### src/rtl/memcpy_pkg.sv
// Shared definitions for the memcpy sequencer slice.
//   state_e    : sequencer FSM states
//   ls_type_e  : load/store width encodings, identical to the main decoder's
//   ctrl_t     : the control fields the sequencer overrides while active
//   ls_for     : picks the transfer width from the bytes still to copy
//   step_bytes : byte advance that goes with a transfer width
package memcpy_pkg;

  typedef enum logic [1:0] {
    S_IDLE  = 2'd0,
    S_LOAD  = 2'd1,
    S_STORE = 2'd2,
    S_SKIP  = 2'd3
  } state_e;

  typedef enum logic [1:0] {
    LS_BYTE = 2'd0,
    LS_HALF = 2'd1,
    LS_WORD = 2'd2
  } ls_type_e;

  typedef struct packed {
    logic memcpy_store;
    logic mem_read;
    logic mem_write;
    logic write_en;
    logic counter_sel;
    logic stay;
    logic done;
  } ctrl_t;

  localparam ctrl_t CTRL_IDLE = '0;

  localparam ctrl_t CTRL_LOAD = '{
    memcpy_store: 1'b0, mem_read: 1'b1, mem_write: 1'b0, write_en: 1'b1,
    counter_sel:  1'b1, stay:     1'b1, done:      1'b0
  };

  localparam ctrl_t CTRL_SKIP = '{
    memcpy_store: 1'b0, mem_read: 1'b0, mem_write: 1'b0, write_en: 1'b0,
    counter_sel:  1'b0, stay:     1'b0, done:      1'b1
  };

  // The final store releases the PC and signals completion in the same cycle.
  function automatic ctrl_t store_ctrl(input logic last);
    ctrl_t c;
    c = '{
      memcpy_store: 1'b1, mem_read: 1'b0, mem_write: 1'b1, write_en: 1'b0,
      counter_sel:  1'b1, stay:     1'b1, done:      1'b0
    };
    c.stay = ~last;
    c.done = last;
    return c;
  endfunction

  // Word transfers only while a full word remains; a short tail goes bytewise.
  function automatic ls_type_e ls_for(input int unsigned rem, input logic words);
    return (words && rem >= 4) ? LS_WORD : LS_BYTE;
  endfunction

  function automatic int unsigned step_bytes(input ls_type_e ls);
    return (ls == LS_WORD) ? 4 : 1;
  endfunction

endpackage

### src/rtl/memcpy_sequencer_if.sv
// Bus between the decoder stage and the memcpy sequencer.
//   master : decoder side, drives start/len/words, observes the overrides
//   slave  : sequencer side, samples the request, drives busy, strobes,
//            ls_type, offset, stay and done
interface memcpy_sequencer_if #(
  parameter int N_WIDTH   = 7,
  parameter int REG_WIDTH = 32
);
  logic                 start;
  logic [N_WIDTH-1:0]   len;
  logic                 words;
  logic                 busy;
  logic                 memcpy_store;
  logic                 mem_read;
  logic                 mem_write;
  logic                 write_en;
  logic [1:0]           ls_type;
  logic                 counter_sel;
  logic [REG_WIDTH-1:0] offset;
  logic                 stay;
  logic                 done;

  modport master (
    output start, len, words,
    input  busy, memcpy_store, mem_read, mem_write, write_en,
           ls_type, counter_sel, offset, stay, done
  );

  modport slave (
    input  start, len, words,
    output busy, memcpy_store, mem_read, mem_write, write_en,
           ls_type, counter_sel, offset, stay, done
  );
endinterface

### src/rtl/memcpy_offset_counter.sv
// Running byte offset for the memcpy sequencer.
//   clk, rstn   : clock, asynchronous active-low reset
//   clear       : return offset to 0 (end of sequence)
//   advance     : offset <= offset_next (end of a non-final store)
//   len, words  : latched request
//   offset      : current byte offset
//   offset_next : offset plus the step of the current transfer
//   last        : the current transfer reaches or passes len
module memcpy_offset_counter
  import memcpy_pkg::*;
#(
  parameter int N_WIDTH = 7
) (
  input  logic               clk,
  input  logic               rstn,
  input  logic               clear,
  input  logic               advance,
  input  logic [N_WIDTH-1:0] len,
  input  logic               words,
  output logic [N_WIDTH-1:0] offset,
  output logic [N_WIDTH-1:0] offset_next,
  output logic               last
);

  localparam int SW = N_WIDTH + 1;

  logic [N_WIDTH-1:0] rem;
  ls_type_e           ls;
  logic [SW-1:0]      sum;

  // offset never exceeds len while a transfer is pending, so rem cannot underflow.
  assign rem = len - offset;
  assign ls  = ls_for(32'(rem), words);

  // One extra bit keeps offset+4 from wrapping when len is near its maximum.
  assign sum         = {1'b0, offset} + SW'(step_bytes(ls));
  assign last        = (sum >= {1'b0, len});
  assign offset_next = sum[N_WIDTH-1:0];

  always_ff @(posedge clk or negedge rstn) begin
    if (!rstn) begin
      offset <= '0;
    end else if (clear) begin
      offset <= '0;
    end else if (advance) begin
      offset <= offset_next;
    end
  end

endmodule

### src/rtl/memcpy_sequencer.sv
// Multi-cycle sequencer for one memcpy instruction. Alternates LOAD and
// STORE cycles over len bytes, supplies the running offset to the ALU and
// holds the PC until the final store, on which done pulses. len==0 takes a
// single SKIP cycle that only pulses done.
//   clk, rstn : clock, asynchronous active-low reset
//   bus       : memcpy_sequencer_if.slave (request in, control overrides out)
module memcpy_sequencer
  import memcpy_pkg::*;
#(
  parameter int N_WIDTH   = 7,
  parameter int REG_WIDTH = 32
) (
  input  logic         clk,
  input  logic         rstn,
  memcpy_sequencer_if.slave bus
);

  state_e             state_q;
  logic [N_WIDTH-1:0] len_q;
  logic               words_q;
  ctrl_t              ctrl_q;
  ls_type_e           ls_q;

  logic [N_WIDTH-1:0] offset;
  logic [N_WIDTH-1:0] offset_next;
  logic               last;
  logic               in_store;
  logic [N_WIDTH-1:0] rem_next;

  assign in_store = (state_q == S_STORE);

  memcpy_offset_counter #(.N_WIDTH(N_WIDTH)) u_offset_counter (
    .clk         (clk),
    .rstn        (rstn),
    .clear       (in_store && last),
    .advance     (in_store && !last),
    .len         (len_q),
    .words       (words_q),
    .offset      (offset),
    .offset_next (offset_next),
    .last        (last)
  );

  // Bytes left once the current pair retires; sets the width of the next pair.
  assign rem_next = len_q - offset_next;

  // Outputs are registered on entry to each state so they line up with it.
  // ls_type is chosen from the offset the next pair will use, so it stays
  // fixed across that LOAD/STORE pair.
  always_ff @(posedge clk or negedge rstn) begin
    // NOTE: every register here uses <= so all of them see the pre-edge
    // values of state_q, offset and last; a blocking = would let later
    // statements observe half-updated state.
    if (!rstn) begin
      // NOTE: len_q/words_q are reset too even though they are reloaded
      // before use; it keeps the counter's combinational outputs defined
      // out of reset at negligible cost.
      state_q <= S_IDLE;
      len_q   <= '0;
      words_q <= 1'b0;
      ctrl_q  <= CTRL_IDLE;
      ls_q    <= LS_BYTE;
    end else begin
      unique case (state_q)
        S_IDLE: begin
          if (bus.start) begin
            len_q   <= bus.len;
            words_q <= bus.words;
            if (bus.len != '0) begin
              state_q <= S_LOAD;
              ctrl_q  <= CTRL_LOAD;
              ls_q    <= ls_for(32'(bus.len), bus.words);
            end else begin
              state_q <= S_SKIP;
              ctrl_q  <= CTRL_SKIP;
              ls_q    <= LS_BYTE;
            end
          end
        end

        S_LOAD: begin
          state_q <= S_STORE;
          ctrl_q  <= store_ctrl(last);
        end

        S_STORE: begin
          if (last) begin
            state_q <= S_IDLE;
            ctrl_q  <= CTRL_IDLE;
            ls_q    <= LS_BYTE;
          end else begin
            state_q <= S_LOAD;
            ctrl_q  <= CTRL_LOAD;
            ls_q    <= ls_for(32'(rem_next), words_q);
          end
        end

        S_SKIP: begin
          state_q <= S_IDLE;
          ctrl_q  <= CTRL_IDLE;
        end

        default: begin
          state_q <= S_IDLE;
          ctrl_q  <= CTRL_IDLE;
          ls_q    <= LS_BYTE;
        end
      endcase
    end
  end

  assign bus.busy         = (state_q != S_IDLE);
  assign bus.memcpy_store = ctrl_q.memcpy_store;
  assign bus.mem_read     = ctrl_q.mem_read;
  assign bus.mem_write    = ctrl_q.mem_write;
  assign bus.write_en     = ctrl_q.write_en;
  assign bus.counter_sel  = ctrl_q.counter_sel;
  assign bus.stay         = ctrl_q.stay;
  assign bus.done         = ctrl_q.done;
  assign bus.ls_type      = ls_q;
  assign bus.offset       = REG_WIDTH'(offset);

endmodule

### src/flat_wrapper.sv
// flat-port wrapper written by rule: the top's interface ports become plain ports
module memcpy_sequencer_flat import memcpy_pkg::*;
#(
  parameter int N_WIDTH   = 7,
  parameter int REG_WIDTH = 32
)
  (clk, rstn, bus_start, bus_len, bus_words, bus_busy, bus_memcpy_store, bus_mem_read, bus_mem_write, bus_write_en, bus_ls_type, bus_counter_sel, bus_offset, bus_stay, bus_done);
  memcpy_sequencer_if #(.N_WIDTH(N_WIDTH), .REG_WIDTH(REG_WIDTH)) bus_i ();
  input  logic clk;
  input  logic rstn;
  input wire logic [$bits(bus_i.start)-1:0] bus_start;
  input wire logic [$bits(bus_i.len)-1:0] bus_len;
  input wire logic [$bits(bus_i.words)-1:0] bus_words;
  output wire logic [$bits(bus_i.busy)-1:0] bus_busy;
  output wire logic [$bits(bus_i.memcpy_store)-1:0] bus_memcpy_store;
  output wire logic [$bits(bus_i.mem_read)-1:0] bus_mem_read;
  output wire logic [$bits(bus_i.mem_write)-1:0] bus_mem_write;
  output wire logic [$bits(bus_i.write_en)-1:0] bus_write_en;
  output wire logic [$bits(bus_i.ls_type)-1:0] bus_ls_type;
  output wire logic [$bits(bus_i.counter_sel)-1:0] bus_counter_sel;
  output wire logic [$bits(bus_i.offset)-1:0] bus_offset;
  output wire logic [$bits(bus_i.stay)-1:0] bus_stay;
  output wire logic [$bits(bus_i.done)-1:0] bus_done;
  assign bus_i.start = bus_start;
  assign bus_i.len = bus_len;
  assign bus_i.words = bus_words;
  assign bus_busy = bus_i.busy;
  assign bus_memcpy_store = bus_i.memcpy_store;
  assign bus_mem_read = bus_i.mem_read;
  assign bus_mem_write = bus_i.mem_write;
  assign bus_write_en = bus_i.write_en;
  assign bus_ls_type = bus_i.ls_type;
  assign bus_counter_sel = bus_i.counter_sel;
  assign bus_offset = bus_i.offset;
  assign bus_stay = bus_i.stay;
  assign bus_done = bus_i.done;
  memcpy_sequencer #(.N_WIDTH(N_WIDTH), .REG_WIDTH(REG_WIDTH)) u_core (.clk(clk), .rstn(rstn), .bus(bus_i));
endmodule
### config.mk
export PLATFORM = sky130hd
export DESIGN_NAME = memcpy_sequencer_flat
export DESIGN_NICKNAME = d
export VERILOG_FILES = /design/src/rtl/memcpy_pkg.sv /design/src/rtl/memcpy_sequencer_if.sv /design/src/rtl/memcpy_offset_counter.sv /design/src/rtl/memcpy_sequencer.sv /design/src/flat_wrapper.sv
export SDC_FILE = /design/constraint.sdc
export NUM_CORES = 1
export LEC_CHECK = 0
export BUFFER_PORTS_ARGS = -buffer_cell sky130_fd_sc_hd__buf_2
export CORE_MARGIN = 1.5
export CORE_UTILIZATION = 53
export DETAILED_ROUTE_END_ITERATION = 12
export HOLD_SLACK_MARGIN = 0.12
export PLACE_DENSITY_LB_ADDON = 0.1
export SLEW_MARGIN = 20
export SYNTH_ARGS = -nofsm -noshare
export SYNTH_HDL_FRONTEND = slang
export SYNTH_HIERARCHICAL = 1
export SYNTH_SLANG_ARGS = --single-unit
### constraint.sdc
create_clock -name clk -period 5.7 [get_ports clk]
set_clock_uncertainty 0.1 [all_clocks]
set_input_delay 0.285 -clock clk [delete_from_list [all_inputs] [get_ports clk]]
set_output_delay 0.285 -clock clk [all_outputs]
set_load 0.05 [all_outputs]
---- Word level (Yosys, flattened, before mapping) ----
Index checks and enable logic that the tools add are counted.
word-level totals
  bits in read-only memories .............. 0
  flip-flop bits (word level) ............. 26
  bits of input ports ..................... 11
  memories kept ........................... 0
  latch bits .............................. 0
  RAM bits ................................ 0
cells by class
  add/sub/neg operators ................... 3
  multiplexer cells ....................... 18
  bitwise operators ....................... 1
  order comparisons ....................... 4
  div/mod/pow operators ................... 0
  shift operators ......................... 0
  reductions and logical operators ........ 13
  equal/unequal tests ..................... 5
  multiply operators ...................... 0
operators by type and width
  operator              count
  $pmux W7 S4           1
  $ge A7 B3 Y1 const B  3
  $mux W7               3
  $mux W2               8
  $sub A7 B7 Y7         2
  $mux W6               2
  $add A7 B3 Y8         1
  $ge A8 B7 Y1          1
  $pmux W2 S4           1
  $reduce_bool A7 Y1    1
  $eq A2 B2 Y1 const B  3
  $reduce_bool A2 Y1    3
  $logic_and A1 B1 Y1   5
  $pmux W2 S2           1
  $reduce_and A2 Y1     2
  $mux W3               1
  $eq A2 B1 Y1 const B  1
  $logic_not A2 Y1      1
  $ne A2 B2 Y1 const B  1
  $logic_not A1 Y1      1
  $mux W1               1
  $not A1 Y1            1

---- Logic depth before layout (Yosys ltp) ----
  depth in word-level cells ............... 13
  mapped depth ............................ 22
  depth with buffers taken out ............ 20

---- By module ----
The synthesis kept the hierarchy.
modules (own cells, without submodules)
  module                 cells each  times used  area each (um^2)
  memcpy_sequencer       126         1           1,153.6
  memcpy_offset_counter  94          1           795.8

---- Worst setup path before layout ----
Ideal clock, no wire load.
  kind .................................... reg-to-reg
  start ................................... reg u_core.u_offset_counter.offset[3]
  end ..................................... reg u_core.u_offset_counter.offset[6]
  setup slack ............................. 0.793 ns
  buffers on the path ..................... 2
  library setup time ...................... 0.143 ns
  cell stages (with the launch flop) ...... 23
  arrival time ............................ 4.664 ns
  data required time ...................... 5.457 ns
  period minus slack after synthesis ...... 4.907 ns
  cell sequence ........................... dfrtp_1 > clkbuf_1 > inv_1 > ha_1 > xor2_1 > or4_1 > nand3_1 > and3_1 > ha_1 > ha_1 > a21o_1 > nand4_1 > xnor2_1 > ha_1 > a21oi_1 > o21ai_0 > a311o_1 > nor3_1 > buf_2 > and3_1 > nand3_1 > xor2_1 > nor2_1
on the way
  longest elaborated chain between the ends .. 11
RTL lines
  element                       RTL line                     RTL
  start: declaration            memcpy_offset_counter.sv:20  output logic [N_WIDTH-1:0] offset,
  start signal: assignment      memcpy_offset_counter.sv:46  offset <= offset_next;
  $sub A7 B7 Y7                 memcpy_offset_counter.sv:32  assign rem = len - offset;
  $ge A7 B3 Y1                  memcpy_pkg.sv:58             return (words && rem >= 4) ? LS_WORD : LS_BYTE;
  $logic_and A1 B1 Y1           memcpy_pkg.sv:58
  $mux W2                       memcpy_pkg.sv:58
  $eq A2 B2 Y1                  memcpy_pkg.sv:62             return (ls == LS_WORD) ? 4 : 1;
  $mux W3                       memcpy_pkg.sv:62
  $add A7 B3 Y8 *               memcpy_offset_counter.sv:36  assign sum = {1'b0, offset} + SW'(step_bytes(ls));
  via u_core.offset_next[6]     memcpy_sequencer.sv:25       logic [N_WIDTH-1:0] offset_next;
  $ge A8 B7 Y1 *                memcpy_offset_counter.sv:37  assign last = (sum >= {1'b0, len});
  via u_core.last               memcpy_sequencer.sv:26       logic last;
  $logic_not A1 Y1              memcpy_sequencer.sv:36       .advance (in_store && !last),
  $logic_and A1 B1 Y1           memcpy_sequencer.sv:36
  $reduce_bool A2 Y1 (no line)  -
The timed path passes the listed nets; every way through them passes the cells marked *. The select of a mux whose other input is x is not followed.
A chain may end at the register's enable or synchronous reset.

---- Worst setup path after layout ----
  start ................................... reg u_core.u_offset_counter.offset[3]
  end ..................................... reg u_core.u_offset_counter.offset[5]
Same word-level chain as after synthesis.

==> qor.yml <==
clocking:
  cts_tree: "built"
  post_cts.repair.setup_buffers: 0
  cts_hold_buf: 1
  htreeDepth: 1
  cts_sinks: 23
  cts_resized: 0
  insertion_delay_ns: 0.27
  path_clk_slew_ns: 0.08
  cts_root_buf: "clkbuf_8"
  cts_buffer_depth: 2
  cts_made_buffers: 3
logic_synthesis:
  synth_area_per_cell_um2: 8.86
  syn-cell-area_um2: 1950
  synth_common_cells: "buf_4 (28), dfrtp_1 (23), inv_1 (23)"
  ys.flop_type: "dfrtp_1"
  synth-edff-count: 0
  ys_types: 44
  synthesis.yosys.warnings: 6
  syn_inst: 220
  synth_top_cell_area_share_pct: 29.5
  ys_seq_area_share_pct: 29.5
  yosysTopAreaCell: "dfrtp_1"
  ys_ff_latch: 23
  async_reset_ff_share_pct: 100
  yosysMostFrequentCell: "buf_4"
  yosys-top-cells-area: "dfrtp_1 (30%), ha_1 (14%), buf_4 (11%)"
floorplanning:
  dieArea_um2: 4050
  row_count: 21
  chipWidth_um: 63.6
  core-area_um2: 3440
  chipHeight_um: 63.6
  io_pins: 53
  initial_core_util_pct: 56.6
timing:
  fin_crit_ns: 5.04
  fin_ws_ns: 0.656
  worst_pin_slew_ns: 0.955
  tns_ns: 0
  slew_violations: 0
  final-setup-viol-count: 0
  final-hold-violation-count: 0
  rsz0062_at_grt: "false"
  relSlewSlack_pct: 36.1
  finalCritPeriodShare_pct: 88.5
  max_freq_ghz: 0.198
critical_path:
  critPathMostFrequentCell: "ha_1"
  reg2reg_to: "u_core/u_offset_counter/offset[5]"
  end_kind: "flip-flop"
  r2r_slack_ns: 0.66
  regToRegStartpoint: "u_core/u_offset_counter/offset[3]"
  crit_slowest_cell: "dfrtp_1"
  max_stage_delay_ns: 0.50
  arrival_ns: 5.08
  cp_max_fo: 9
  cp-start-kind: "flip-flop"
  required_ns: 5.73
  worstPathCellList: "inv_1 -> ha_1 -> xor2_1 -> or4_1 -> nand3_1 -> and3_1 -> ha_1 -> ha_1 -> a21o_1 -> nand4_1 -> xnor2_1 -> ha_1 -> a21oi_1 -> o21ai_0 -> a311o_1 -> nor3_1 -> buf_4 -> nand4_1 -> xnor2_1 -> nor2_1"
  worstSetupPathType: "flip-flop to flip-flop"
  reg2reg_depth: 20
route:
  final_antenna_net_count: 0
  viasPerCell: 5.07
  num_vias: 1481
  wl_per_cell_um: 12.8
  drt_iter0_markers: 62
  routed_wl_mm: 3.75
  drc_errors: 0
  drtPass1Iterations: 4
grt:
  grt_max_degree: 24
  antenna_found_initial: 0
  grtUsageTotal_pct: 20.3
  grt_pass1_wl_mm: 6.43
  grt_pass1_vias: 1359
  gr-total-overflow: 0
run:
  drv_cap: 0
placement:
  placed_cells: 287
  hpwl_mm: 3.01
  pre_cts_slack_ns: 0.787
  detailed_place.area_um2: 2020
  numPortBuffers: 26
  gp_congestion: 0.807
min_path:
  hp-start: "bus_len[0]"
  hold_path_end: "u_core/len_q[0]"
  holdCritPathClass: "input port to flip-flop"
  holdPathStages: 3
status:
  status: "finished, final reports clean"
cells_and_area:
  drive_gt1_share_pct: 17.1
  seq_area_um2: 576
  stdcell_count: 292
  n_antenna_cell: 0
  fin_area_um2: 2070
  nets: 280
  fill_cells: 335
  multi_input_area_um2: 1150
  area_growth_pct: 6.29
[flip-flops by register name (all words and copies together), names as in the netlist]
name / count
u_core/bus.mem_read: 1
u_core/len_q: 7
u_core/bus.memcpy_store: 1
u_core/bus.done: 1
u_core/words_q: 1
u_core/bus.ls_type: 1
u_core/bus.stay: 1
u_core/u_offset_counter/offset: 7
u_core/state_q: 2
u_core/bus.counter_sel: 1
[per-layer routing]
layer  up-vias  GRT usage [%]  routed length [um]
met2        43           30.7                1640
met4         0           6.25                  52
met5         -              0                   0
met1       686           29.4                1860
met3         5           3.75                 195
li1        747              -                   -
[final cells by class]
cell class	instances	share of cell area (%)
repair buffers	28	7.13
well taps	46	2.78
inverters	25	4.53
multi-input cells	166	55.6
flip-flops and latches	23	27.8
clock inverters	1	0.242
clock buffers	3	1.99
[critical path: cells and delay by family, from the launching register on]
kind                       cells  cell delay (ns)
buffers and inverters          2             0.42
adders and majority gates      4             1.01
DFF                            1             0.50
xor gates and xnor gates       3             0.58
and+or+nand+nor                7             1.49
AOI/OAI and AO/OA              4             0.80
[metrics by stage]
| step | hold WS [ns] | utilization [%] |
|---|---|---|
| 3_5_place_dp | 0.190 | 58.6 |
| 2_1_floorplan | -0.111 | - |
| 5_1_grt | 0.157 | 60.2 |
| 4_1_cts | 0.143 | 60.2 |
| 3_3_place_gp | 0.193 | 58.6 |
| 6_report | 0.144 | 60.2 |
[worst max-delay path by stage]
stage,endpoint,cells past startpoint,slack [ns],start
after global routing,u_core/u_offset_counter/offset[5],20,0.33,u_core/u_offset_counter/offset[3]
after floorplan,u_core/u_offset_counter/offset[6],22,0.79,u_core/u_offset_counter/offset[3]
final,u_core/u_offset_counter/offset[5],20,0.66,u_core/u_offset_counter/offset[3]
after detailed placement,u_core/u_offset_counter/offset[5],20,0.79,u_core/u_offset_counter/offset[3]
after global placement,u_core/u_offset_counter/offset[4],20,1.00,u_core/u_offset_counter/offset[3]
after CTS,u_core/u_offset_counter/offset[5],20,0.74,u_core/u_offset_counter/offset[3]
[cell usage in the layout (no fill, tap or decap), drive strengths merged, types with 2 or more instances in the layout]
cell    synthesis  final
mux2            7      7
mux2i           3      3
xnor2          11     11
or4             2      2
nand4           2      2
nor2b           4      4
dfrtp          23     23
ha             22     22
and3            3      3
clkbuf          2      3
o211a           2      2
o211ai          2      2
inv            25     25
nor3            5      5
nand3           6      6
a211oi          2      2
or2             3      3
a21oi          11     11
a21o            3      3
buf            29     27
nand2          10     10
o21ai           7      7
conb            1     26
xor2            4      4
nor2           19     19
[cell families after synthesis]
group / after synthesis / share of synthesized area, %
buf+inv: 56 / 16.2
simple gates: 57 / 15.0
compound gates: 36 / 12.6
xor+xnor: 15 / 6.74
mux: 10 / 5.58
flops: 23 / 29.5
other cells: 1 / 0.192
fa+ha+maj: 22 / 14.1
Power is not shown: default switching activity piles up to over one toggle a cycle in this logic, so the estimate is an artifact.
